## src/rtl/segment_display_arbiter.sv

```systemverilog
// Round-robin arbiter sharing a 3-digit segment display between NUM_REQ requesters.
// Optional preemption by requester 0 is enabled with SEGMENT_DISPLAY_ARBITER_PREEMPT_EN.
module segment_display_arbiter #(
  parameter int unsigned NUM_REQ      = 4,
  parameter int unsigned IDX_W        = 2,
  parameter int unsigned DWELL_CYCLES = 50000000,
  parameter int unsigned CNT_W        = 26
) (
  input  logic                  clk_i,
  input  logic                  rst_ni,
  input  logic [NUM_REQ-1:0]    req_valid_i,
  input  logic [15*NUM_REQ-1:0] req_data_i,
  output logic [NUM_REQ-1:0]    req_ack_o,
  output logic [14:0]           disp_data_o,
  output logic                  disp_update_o,
  output logic [IDX_W-1:0]      active_idx_o,
  output logic                  busy_o
);

  localparam int unsigned      NumIdx    = 2 ** IDX_W;
  localparam logic [CNT_W-1:0] DwellInit = CNT_W'(DWELL_CYCLES - 1);
  localparam logic [IDX_W-1:0] LastInit  = IDX_W'(NUM_REQ - 1);

  typedef enum logic [1:0] {StIdle, StStrobe, StShow} state_e;

  state_e             state_q, state_d;
  logic [14:0]        disp_data_q, disp_data_d;
  logic               disp_update_q, disp_update_d;
  logic [NUM_REQ-1:0] req_ack_q, req_ack_d;
  logic [IDX_W-1:0]   active_idx_q, active_idx_d;
  logic [IDX_W-1:0]   last_q, last_d;
  logic [CNT_W-1:0]   cnt_q, cnt_d;
  logic               busy_q, busy_d;

  // Pad requests and slices to the full index space so undriven indices read as idle.
  logic [NumIdx-1:0] valid_pad;
  logic [14:0]       slice [NumIdx];

  for (genvar i = 0; i < NumIdx; i++) begin : g_pad
    if (i < NUM_REQ) begin : g_drv
      assign valid_pad[i] = req_valid_i[i];
      assign slice[i]     = req_data_i[15*i +: 15];
    end else begin : g_tie
      assign valid_pad[i] = 1'b0;
      assign slice[i]     = '0;
    end
  end

  logic [IDX_W-1:0] rr_idx;
  logic [IDX_W-1:0] gnt_idx;
  logic             rr_found;
  logic [31:0]      cand_sum;
  logic [IDX_W-1:0] cand_idx;

  // First set request strictly after the pointer, wrapping; the pointer itself is checked last.
  always_comb begin
    rr_idx   = '0;
    rr_found = 1'b0;
    cand_sum = '0;
    cand_idx = '0;
    for (int unsigned k = 1; k <= NUM_REQ; k++) begin
      cand_sum = 32'(last_q) + k;
      if (cand_sum >= NUM_REQ) begin
        cand_sum = cand_sum - NUM_REQ;
      end
      cand_idx = IDX_W'(cand_sum);
      if (!rr_found && valid_pad[cand_idx]) begin
        rr_idx   = cand_idx;
        rr_found = 1'b1;
      end
    end
  end

`ifdef SEGMENT_DISPLAY_ARBITER_PREEMPT_EN
  always_comb begin
    if (valid_pad[0]) begin
      gnt_idx = '0;
    end else begin
      gnt_idx = rr_idx;
    end
  end
`else
  assign gnt_idx = rr_idx;
`endif

  logic [NumIdx-1:0] ack_pad;

  always_comb begin
    ack_pad          = '0;
    ack_pad[gnt_idx] = 1'b1;
  end

  always_comb begin
    state_d       = state_q;
    disp_data_d   = disp_data_q;
    disp_update_d = 1'b0;
    req_ack_d     = '0;
    active_idx_d  = active_idx_q;
    last_d        = last_q;
    cnt_d         = cnt_q;

    unique case (state_q)
      StIdle: begin
        if (|req_valid_i) begin
          disp_data_d  = slice[gnt_idx];
          req_ack_d    = ack_pad[NUM_REQ-1:0];
          active_idx_d = gnt_idx;
          last_d       = gnt_idx;
          state_d      = StStrobe;
        end
      end
      StStrobe: begin
        disp_update_d = 1'b1;
        cnt_d         = DwellInit;
        state_d       = StShow;
      end
      StShow: begin
        if (cnt_q == '0) begin
          state_d = StIdle;
        end else begin
          cnt_d = cnt_q - CNT_W'(1);
        end
`ifdef SEGMENT_DISPLAY_ARBITER_PREEMPT_EN
        // Error source cuts short any other requester's dwell.
        if ((active_idx_q != '0) && req_valid_i[0]) begin
          state_d = StIdle;
          cnt_d   = '0;
        end
`endif
      end
      default: state_d = StIdle;
    endcase

    busy_d = (state_d != StIdle);
  end

  always_ff @(posedge clk_i or negedge rst_ni) begin
    if (!rst_ni) begin
      state_q       <= StIdle;
      disp_data_q   <= '0;
      disp_update_q <= 1'b0;
      req_ack_q     <= '0;
      active_idx_q  <= '0;
      last_q        <= LastInit;
      cnt_q         <= '0;
      busy_q        <= 1'b0;
    end else begin
      state_q       <= state_d;
      disp_data_q   <= disp_data_d;
      disp_update_q <= disp_update_d;
      req_ack_q     <= req_ack_d;
      active_idx_q  <= active_idx_d;
      last_q        <= last_d;
      cnt_q         <= cnt_d;
      busy_q        <= busy_d;
    end
  end

  assign disp_data_o   = disp_data_q;
  assign disp_update_o = disp_update_q;
  assign req_ack_o     = req_ack_q;
  assign active_idx_o  = active_idx_q;
  assign busy_o        = busy_q;

endmodule

```

## config.mk

```make
export PLATFORM = sky130hd
export DESIGN_NAME = segment_display_arbiter
export DESIGN_NICKNAME = d
export VERILOG_FILES = /design/src/rtl/segment_display_arbiter.sv
export SDC_FILE = /design/constraint.sdc
export NUM_CORES = 1
export LEC_CHECK = 0
export ABC_AREA = 1
export BUFFER_PORTS_ARGS = -buffer_cell sky130_fd_sc_hd__buf_4
export CORE_MARGIN = 2
export CORE_UTILIZATION = 40
export CTS_CLUSTER_DIAMETER = 40
export DETAILED_ROUTE_END_ITERATION = 8
export HOLD_SLACK_MARGIN = 0.15
export PLACE_DENSITY_LB_ADDON = 0.1
export SLEW_MARGIN = 40
export SYNTH_ARGS = -nofsm -noshare
export SYNTH_HDL_FRONTEND = slang
export SYNTH_SLANG_ARGS = --single-unit
```

## constraint.sdc

```tcl
create_clock -name clk_i -period 1.76 [get_ports clk_i]
set_input_delay 0.088 -clock clk_i [delete_from_list [all_inputs] [get_ports clk_i]]
set_output_delay 0.088 -clock clk_i [all_outputs]
set_load 0.05 [all_outputs]
```

==> reports/summary.txt, run 1 <==
CLOCK NETWORK
------------------------------------------------------------------------------------
Insertion delay of the later-clocked pin in the worst-skew pair              0.32 ns
Clock sink count                                                                  53
Buffer depth of the longest clock path                                             2
Clock tree from TritonCTS                                                       done
Clock transition at path regs                                                0.10 ns
Library cell used as clock root buffer                                  sky130_fd_sc_hd__clkbuf_8
Clock buffers created by TritonCTS                                                 5
Maximum level of the CTS H-tree                                                    2

DIE
------------------------------------------------------------------------------------
Overall die height                                                      95.9 microns
Number of standard-cell rows in the floorplan                                     33
Effective utilization at floorplan                                             41.1%
Die area                                                                  9200 sq um
Boundary Pins                                                                     89
Core area                                                                 8220 sq um
Die X-Extent                                                            95.9 microns

TIMING
------------------------------------------------------------------------------------
Timing-limited maximum frequency                                           0.504 GHz
Worst hold slack                                                            0.145 ns
Worst relative slew slack                                                      53.2%
Summed negative setup slack over all endpoints                              -4.07 ns
Max-slew violation total from the final report                                     0
Share of the clock period used by the worst path after layout                   113%
Worst Clk Skew                                                             0.0153 ns
Shortest period the worst path allows                                        1.98 ns
Least-Margin Pin Slew                                                       0.702 ns
Final Hold Fails                                                                   0
Number of setup violations in the final report                                    31
Unrepaired setup endpoints after global routing                                 true
Worst setup margin                                                         -0.225 ns

GLOBAL ROUTE
------------------------------------------------------------------------------------
Pin count of the biggest net entering global routing                              54
GR met3 Demand/Resource                                                        5.56%
Overall overflow remaining after global route                                      0
Busiest layer in global routing                                                 met2
Wire length of the first global-routing pass                                 18.1 mm
Met1 Use GR                                                                    29.8%
Global-route usage over all layers                                             25.2%
Via count of the first global-routing pass                                     4,021
Global-route track usage on met2                                               44.7%
Initial antenna violation count                                                    0

CRITICAL PATH
------------------------------------------------------------------------------------
Endpoint of the worst register-to-register path                         disp_data_o[11]$_DFFE_PN0P_
Arrival time reported for the critical path endpoint                         2.20 ns
Critical path type                                                      register to register
Crit path from                                                          last_q[0]$_DFFE_PN1P_
Required time at the worst-slack endpoint                                    1.98 ns
Cells on worst reg2reg path                                                       14
Type of element launching the critical path                                 register
Largest fanout on the critical path                                               21
CP endpoint kind                                                            register
Worst reg2reg startpoint                                                last_q[0]$_DFFE_PN1P_
Capturing element of the worst setup path                               disp_data_o[11]$_DFFE_PN0P_
Slack of the worst reg-to-reg path                                          -0.22 ns

LAYOUT
------------------------------------------------------------------------------------
Fraction of layout instances using a drive strength above 1                    39.3%
Most used cells in the layout excluding fill and tap cells              152 x sky130_fd_sc_hd__buf_4, 106 x sky130_fd_sc_hd__nand2_1, 84 x sky130_fd_sc_hd__nand3_1
Most common library cell in the layout ignoring fill and taps           sky130_fd_sc_hd__buf_4
Final Net Count                                                                  746
Syn-to-layout area delta                                                       66.1%
Utilization after layout                                                       68.3%
Number of standard cells in the layout, taps in and fillers out                  784
Antenna Cells                                                                      0

PLACEMENT
------------------------------------------------------------------------------------
HPWL after DPL                                                               7.33 mm
Global placer's final weighted congestion                                      0.971
PortBufs                                                                          88
Cells after DPL                                                                  698

LOGIC SYNTHESIS
------------------------------------------------------------------------------------
Fraction of the yosys area taken by sequential cells                           39.3%
Share of the synthesized area in the top cell type                             37.7%
Instance count of the mapped netlist                                             472
Synthesized cell area                                                     3380 sq um
Count of flip-flops with a built-in enable after synthesis                         0
Net count after synthesis                                                        540
Synthesis Warnings                                                                 0
Leading register cell type out of synthesis                             sky130_fd_sc_hd__dfrtp_1
Number of flip-flops and latches in the synthesized netlist                       53
Netlist cell types                                                                35
Cell types occupying the most area after synthesis                      sky130_fd_sc_hd__dfrtp_1 38%, sky130_fd_sc_hd__nand3_1 14%, sky130_fd_sc_hd__nand2_1 14%, sky130_fd_sc_hd__nor2_1 4.9%, sky130_fd_sc_hd__o21ai_0 4.6%
Post-synth top area cell                                                sky130_fd_sc_hd__dfrtp_1
Proportion of synthesized flip-flops having asynchronous set or reset           100%
Average size of a mapped cell                                             7.16 sq um

OUTCOME
------------------------------------------------------------------------------------
Result of the run                                                       complete, but fails checks
Failing checks                                                          negative setup slack

PWR
------------------------------------------------------------------------------------
Ratio of total power to cell area                                       1810 nW/um^2
IR Drop Worst-Case VDD                                                       1.05 mV
P_leak                                                                       2.73 nW

ROUTE
------------------------------------------------------------------------------------
Drt total wl                                                                 11.5 mm
Average vias per placed instance                                                5.06
First-pass detailed-route iteration total                                          5
1st-iter DRT viols                                                               172
DRC violations left                                                                0
Total vias in the final route                                                  3,969
Routed length per instance                                              14.6 microns
Remaining antenna violation count                                                  0

FLOW RUN
------------------------------------------------------------------------------------
Max cap viols                                                                      0

MIN PATH
------------------------------------------------------------------------------------
Class of the worst hold path                                            input pin to register

[where the power goes]
part	internal, W	leakage [nW]	switching (W)
registers	0.00168	0.624	0.000284
logic	0.00297	2.06	0.00450
clock network	0.000278	0.0450	0.000434
total	0.00492	2.73	0.00522
[timing repair]
action                                 CTS  global route
pin swaps                               15            24
gates cloned                             0             1
setup endpoints to repair               42            50
hold buffers                            52             0
endpoints found under the hold margin   66             0
buffers inserted                        11            15
gates resized for setup                 30            68
[kinds of logic (layout without fill, tap and decap cells)]
group / Yosys count / in the layout / share of synthesized area (%)
xor+xnor: 8 / 8 / 2.07
fa+ha+maj: 2 / 2 / 0.740
simple gates: 304 / 304 / 42.0
compound gates: 44 / 44 / 7.59
buf+inv: 61 / 268 / 8.33
flops: 53 / 53 / 39.3
[synthesized netlist by cell type (2+ instances only)]
library cell / n
sky130_fd_sc_hd__a21oi_1: 5
sky130_fd_sc_hd__buf_2: 7
sky130_fd_sc_hd__buf_4: 2
sky130_fd_sc_hd__buf_6: 3
sky130_fd_sc_hd__clkbuf_1: 6
sky130_fd_sc_hd__dfrtp_1: 51
sky130_fd_sc_hd__dfstp_2: 2
sky130_fd_sc_hd__ha_1: 2
sky130_fd_sc_hd__inv_1: 39
sky130_fd_sc_hd__nand2_1: 122
sky130_fd_sc_hd__nand2_2: 14
sky130_fd_sc_hd__nand3_1: 96
sky130_fd_sc_hd__nand3_2: 9
sky130_fd_sc_hd__nand4_1: 9
sky130_fd_sc_hd__nor2_1: 44
sky130_fd_sc_hd__nor3_1: 4
sky130_fd_sc_hd__nor4_1: 2
sky130_fd_sc_hd__o21ai_0: 31
sky130_fd_sc_hd__xor2_1: 8
[sequential cells by signal (all words and copies together), names as in the netlist]
signal	count
active_idx_o	2
busy_o	1
cnt_q	26
disp_data_o	15
disp_update_o	1
last_q	2
req_ack_o	4
state_q	2
[how the worst min path moves through the flow]
stage / start / to / slack (ns) / cells past startpoint
floorplan: rst_ni / active_idx_o[0]$_DFFE_PN0P_ / -0.21 / 0
detailed placement: rst_ni / cnt_q[21]$_DFFE_PN0P_ / 0.20 / 1
global route: req_data_i[31] / disp_data_o[1]$_DFFE_PN0P_ / 0.15 / 5
finish: req_data_i[43] / disp_data_o[13]$_DFFE_PN0P_ / 0.15 / 5
global placement: rst_ni / disp_update_o$_DFF_PN0_ / 0.18 / 1
CTS: req_data_i[31] / disp_data_o[1]$_DFFE_PN0P_ / 0.15 / 5
[per-layer routing]
layer	wire length [microns]	vias up
met5	0	-
met4	237	0
met3	655	25
met2	5810	137
met1	4750	1844
li1	-	1963
[stage by stage]
stage / instance area, sq um / total power (W) / worst slack (ns)
floorplan: 3390 / 0.00634 / -0.102
global placement: 4500 / 0.00820 / -0.224
detailed placement: 4500 / 0.00831 / -0.279
CTS: 5320 / 0.00962 / -0.222
global route: 5620 / 0.0109 / -0.354
finish: 5620 / 0.0101 / -0.225
[critical path: stages, from the launching register on]
cell and delay, ns:
sky130_fd_sc_hd__dfstp_2 0.56, sky130_fd_sc_hd__buf_4 0.13, sky130_fd_sc_hd__nand2_1 0.07, sky130_fd_sc_hd__nand2_2 0.11, sky130_fd_sc_hd__nand2_2 0.08, sky130_fd_sc_hd__nand2_2 0.09
sky130_fd_sc_hd__o21bai_1 0.06, sky130_fd_sc_hd__nand2_1 0.11, sky130_fd_sc_hd__nand2_4 0.08, sky130_fd_sc_hd__buf_12 0.13, sky130_fd_sc_hd__buf_12 0.14, sky130_fd_sc_hd__nand3_1 0.08
sky130_fd_sc_hd__nand3_2 0.08, sky130_fd_sc_hd__nand3_1 0.10, sky130_fd_sc_hd__nand2_1 0.05
[area by class of cell]
type	count	area, sq um
Fill cell	630	2600
Inverter	42	173
Timing Repair Buffer	218	1870
Tap cell	105	131
Multi-Input combinational cell	358	2030
Clock inverter	2	10.0
Sequential cell	53	1330
Clock buffer	6	72.6
Power figures use the tool's default switching activity.
==> run 2: changes to the inputs <==
CORE_UTILIZATION = 48   (was 40)
==> run 2 against run 1 <==
The flow still finishes with violations (negative setup slack); via count increased by 24%; clock skew down 0.0040 ns; power rose by 25%; register-to-register slack worse by 0.36 ns.
==> reports/summary.txt, run 2 (same netlist as run 1, synthesis figures left out) <==
LAYOUT
------------------------------------------------------------------------------
Antenna Cells                                                                0
Most flop-heavy register                                                 cnt_q
Area of the multi-input gates                                       2240 sq um
Final standard cell area without fillers                            6070 sq um
Most common library cell in the layout ignoring fill and taps     sky130_fd_sc_hd__buf_4
Fraction of layout instances using a drive strength above 1              44.8%
Layout filler cell count                                                   251
Final Net Count                                                            768
Number of flip-flops in the largest register                                26
Storage cell area                                                   1330 sq um
Most used cells in the layout excluding fill and tap cells        163 x sky130_fd_sc_hd__buf_4, 101 x sky130_fd_sc_hd__nand2_1, 73 x sky130_fd_sc_hd__nand3_1
Syn-to-layout area delta                                                 79.7%

TIMING
------------------------------------------------------------------------------
Worst setup margin                                                   -0.590 ns
Worst Clk Skew                                                       0.0112 ns
Worst relative slew slack                                                52.2%
Max-slew violation total from the final report                               0
Unrepaired setup endpoints after global routing                           true
Share of the clock period used by the worst path after layout             133%
Worst hold slack                                                      0.172 ns
Least-Margin Pin Slew                                                 0.717 ns
Summed negative setup slack over all endpoints                       -13.47 ns
Final Hold Fails                                                             0
Timing-limited maximum frequency                                     0.426 GHz
Shortest period the worst path allows                                  2.35 ns
Number of setup violations in the final report                              51

PWR
------------------------------------------------------------------------------
Total design power                                                    0.0127 W
Switching share of total power                                           54.0%
Ratio of total power to cell area                                 2090 nW/um^2
Logic pwr share                                                          76.7%
Proportion of power drawn by flip-flops and latches                      16.0%
Internal power summed over all cells                                 0.00584 W
Clock power frac                                                          7.2%
P_leak                                                                 2.90 nW
Sw power                                                             0.00686 W
IR Drop Worst-Case VDD                                                 1.67 mV

CRITICAL PATH
------------------------------------------------------------------------------
Largest fanout on the critical path                                         10
Capturing element of the worst setup path                         disp_data_o[7]$_DFFE_PN0P_
Slack of the worst reg-to-reg path                                    -0.59 ns
Endpoint of the worst register-to-register path                   disp_data_o[7]$_DFFE_PN0P_
CP endpoint kind                                                      register
Worst reg2reg startpoint                                          last_q[0]$_DFFE_PN1P_
Critical path type                                                register to register
Cells on worst reg2reg path                                                 11
Crit path from                                                    last_q[0]$_DFFE_PN1P_
Arrival time reported for the critical path endpoint                   2.61 ns
Required time at the worst-slack endpoint                              2.02 ns
Type of element launching the critical path                           register

GLOBAL ROUTE
------------------------------------------------------------------------------
Pin count of the biggest net entering global routing                        54
Initial antenna violation count                                              0
Global-route usage over all layers                                       35.0%
Overall overflow remaining after global route                                0
Wire length of the first global-routing pass                           20.8 mm
Via count of the first global-routing pass                               4,325

ROUTE
------------------------------------------------------------------------------
Routed length per instance                                        22.0 microns
Drt total wl                                                           17.5 mm
First-pass detailed-route iteration total                                    5
Average vias per placed instance                                          6.15
DRC violations left                                                          0
Remaining antenna violation count                                            0
Total vias in the final route                                            4,902
1st-iter DRT viols                                                         485

CLOCK NETWORK
------------------------------------------------------------------------------
Clock tree from TritonCTS                                                 done
Library cell used as clock root buffer                            sky130_fd_sc_hd__clkbuf_8
Maximum level of the CTS H-tree                                              2
Clock transition at path regs                                          0.11 ns
Buffer depth of the longest clock path                                       2
Insertion delay of the later-clocked pin in the worst-skew pair        0.33 ns
Clock sink count                                                            53
Clock buffers created by TritonCTS                                           5

OUTCOME
------------------------------------------------------------------------------
Result of the run                                                 complete, but fails checks
Failing checks                                                    negative setup slack

DIE
------------------------------------------------------------------------------
Boundary Pins                                                               89
Number of standard-cell rows in the floorplan                               30
Overall die height                                                87.9 microns
Effective utilization at floorplan                                       49.8%
Die area                                                            7730 sq um
Die X-Extent                                                      87.9 microns
Core area                                                           6790 sq um

PLACEMENT
------------------------------------------------------------------------------
PortBufs                                                                    88
HPWL after DPL                                                         7.29 mm
Post-detailed-placement cell area                                   4600 sq um
Global placer's final weighted congestion                                0.959

MIN PATH
------------------------------------------------------------------------------
Class of the worst hold path                                      input pin to register

FLOW RUN
------------------------------------------------------------------------------
Max cap viols                                                                0

[run 2: cell count changes in the layout (fill, tap and decap cells not counted), moves of 6 or more]
cell,before,now
sky130_fd_sc_hd__buf_4,152,163
sky130_fd_sc_hd__nand3_1,84,73
sky130_fd_sc_hd__nand3_2,20,30
sky130_fd_sc_hd__nand2_4,4,13
sky130_fd_sc_hd__o21ai_0,17,8
sky130_fd_sc_hd__buf_6,7,14
sky130_fd_sc_hd__o21ai_2,2,8
[run 2: worst min-delay path by stage]
| stage | start | endpoint | slack [ns] | cells after the start |
|---|---|---|---|---|
| 2_1_floorplan | rst_ni | active_idx_o[0]$_DFFE_PN0P_ | -0.21 | 0 |
| 3_3_place_gp | rst_ni | cnt_q[12]$_DFFE_PN0P_ | 0.18 | 1 |
| 3_5_place_dp | rst_ni | cnt_q[11]$_DFFE_PN0P_ | 0.18 | 1 |
| 4_1_cts | req_data_i[1] | disp_data_o[1]$_DFFE_PN0P_ | 0.15 | 5 |
| 5_1_grt | req_data_i[1] | disp_data_o[1]$_DFFE_PN0P_ | 0.20 | 5 |
| 6_report | req_data_i[1] | disp_data_o[1]$_DFFE_PN0P_ | 0.17 | 5 |
[run 2: layer usage]
metal,track usage (%),part of all wire [%],wire length [microns]
met4,20.4,10,1790
met2,61.0,47,8180
met5,0,0,0
met1,40.4,33,5790
met3,5.56,10,1740
[run 2: through the flow]
stage          utilization [%]  worst slack [ns]  std cells
2_1_floorplan                -            -0.102        472
3_3_place_gp              67.6            -0.221        705
3_5_place_dp              67.6            -0.266        705
4_1_cts                   80.6            -0.197        779
5_1_grt                   89.4            -0.632        797
6_report                  89.4            -0.590        797
[run 2: worst max-delay path, stage by stage, from the launching register on]
cell	delay [ns]
sky130_fd_sc_hd__dfstp_2	0.60
sky130_fd_sc_hd__clkinv_4	0.12
sky130_fd_sc_hd__nand2_1	0.17
sky130_fd_sc_hd__nand3_1	0.16
sky130_fd_sc_hd__nand2_1	0.21
sky130_fd_sc_hd__nand4_2	0.24
sky130_fd_sc_hd__nand2_4	0.19
sky130_fd_sc_hd__clkbuf_16	0.18
sky130_fd_sc_hd__nand2_1	0.08
sky130_fd_sc_hd__nand3_1	0.11
sky130_fd_sc_hd__nand3_2	0.12
sky130_fd_sc_hd__nand2_1	0.12
[run 2: final cells by class]
type / instances / share of cell area [%]
Clock inverter: 2 / 0.618
Multi-Input combinational cell: 359 / 37.0
Inverter: 42 / 2.90
Clock buffer: 6 / 1.36
Tap cell: 96 / 1.98
Timing Repair Buffer: 239 / 34.3
Sequential cell: 53 / 21.9
[run 2: power groups by stage]
stage / clock network [W] / registers, W / logic [W]
floorplan: 0 / 0.00272 / 0.00362
global placement: 0 / 0.00194 / 0.00626
detailed placement: 0 / 0.00194 / 0.00637
CTS: 0.000896 / 0.00194 / 0.00720
global route: 0.000961 / 0.00205 / 0.0101
finish: 0.000919 / 0.00203 / 0.00975
[run 2: timing repair]
item | 4_1_cts | 5_1_grt
hold buffers | 54 | 0
hold endpoints to repair | 66 | 0
gates resized for setup | 33 | 129
endpoints found under the setup margin | 48 | 50
pin swaps | 10 | 25
gates cloned | 1 | 2
setup buffers | 11 | 17
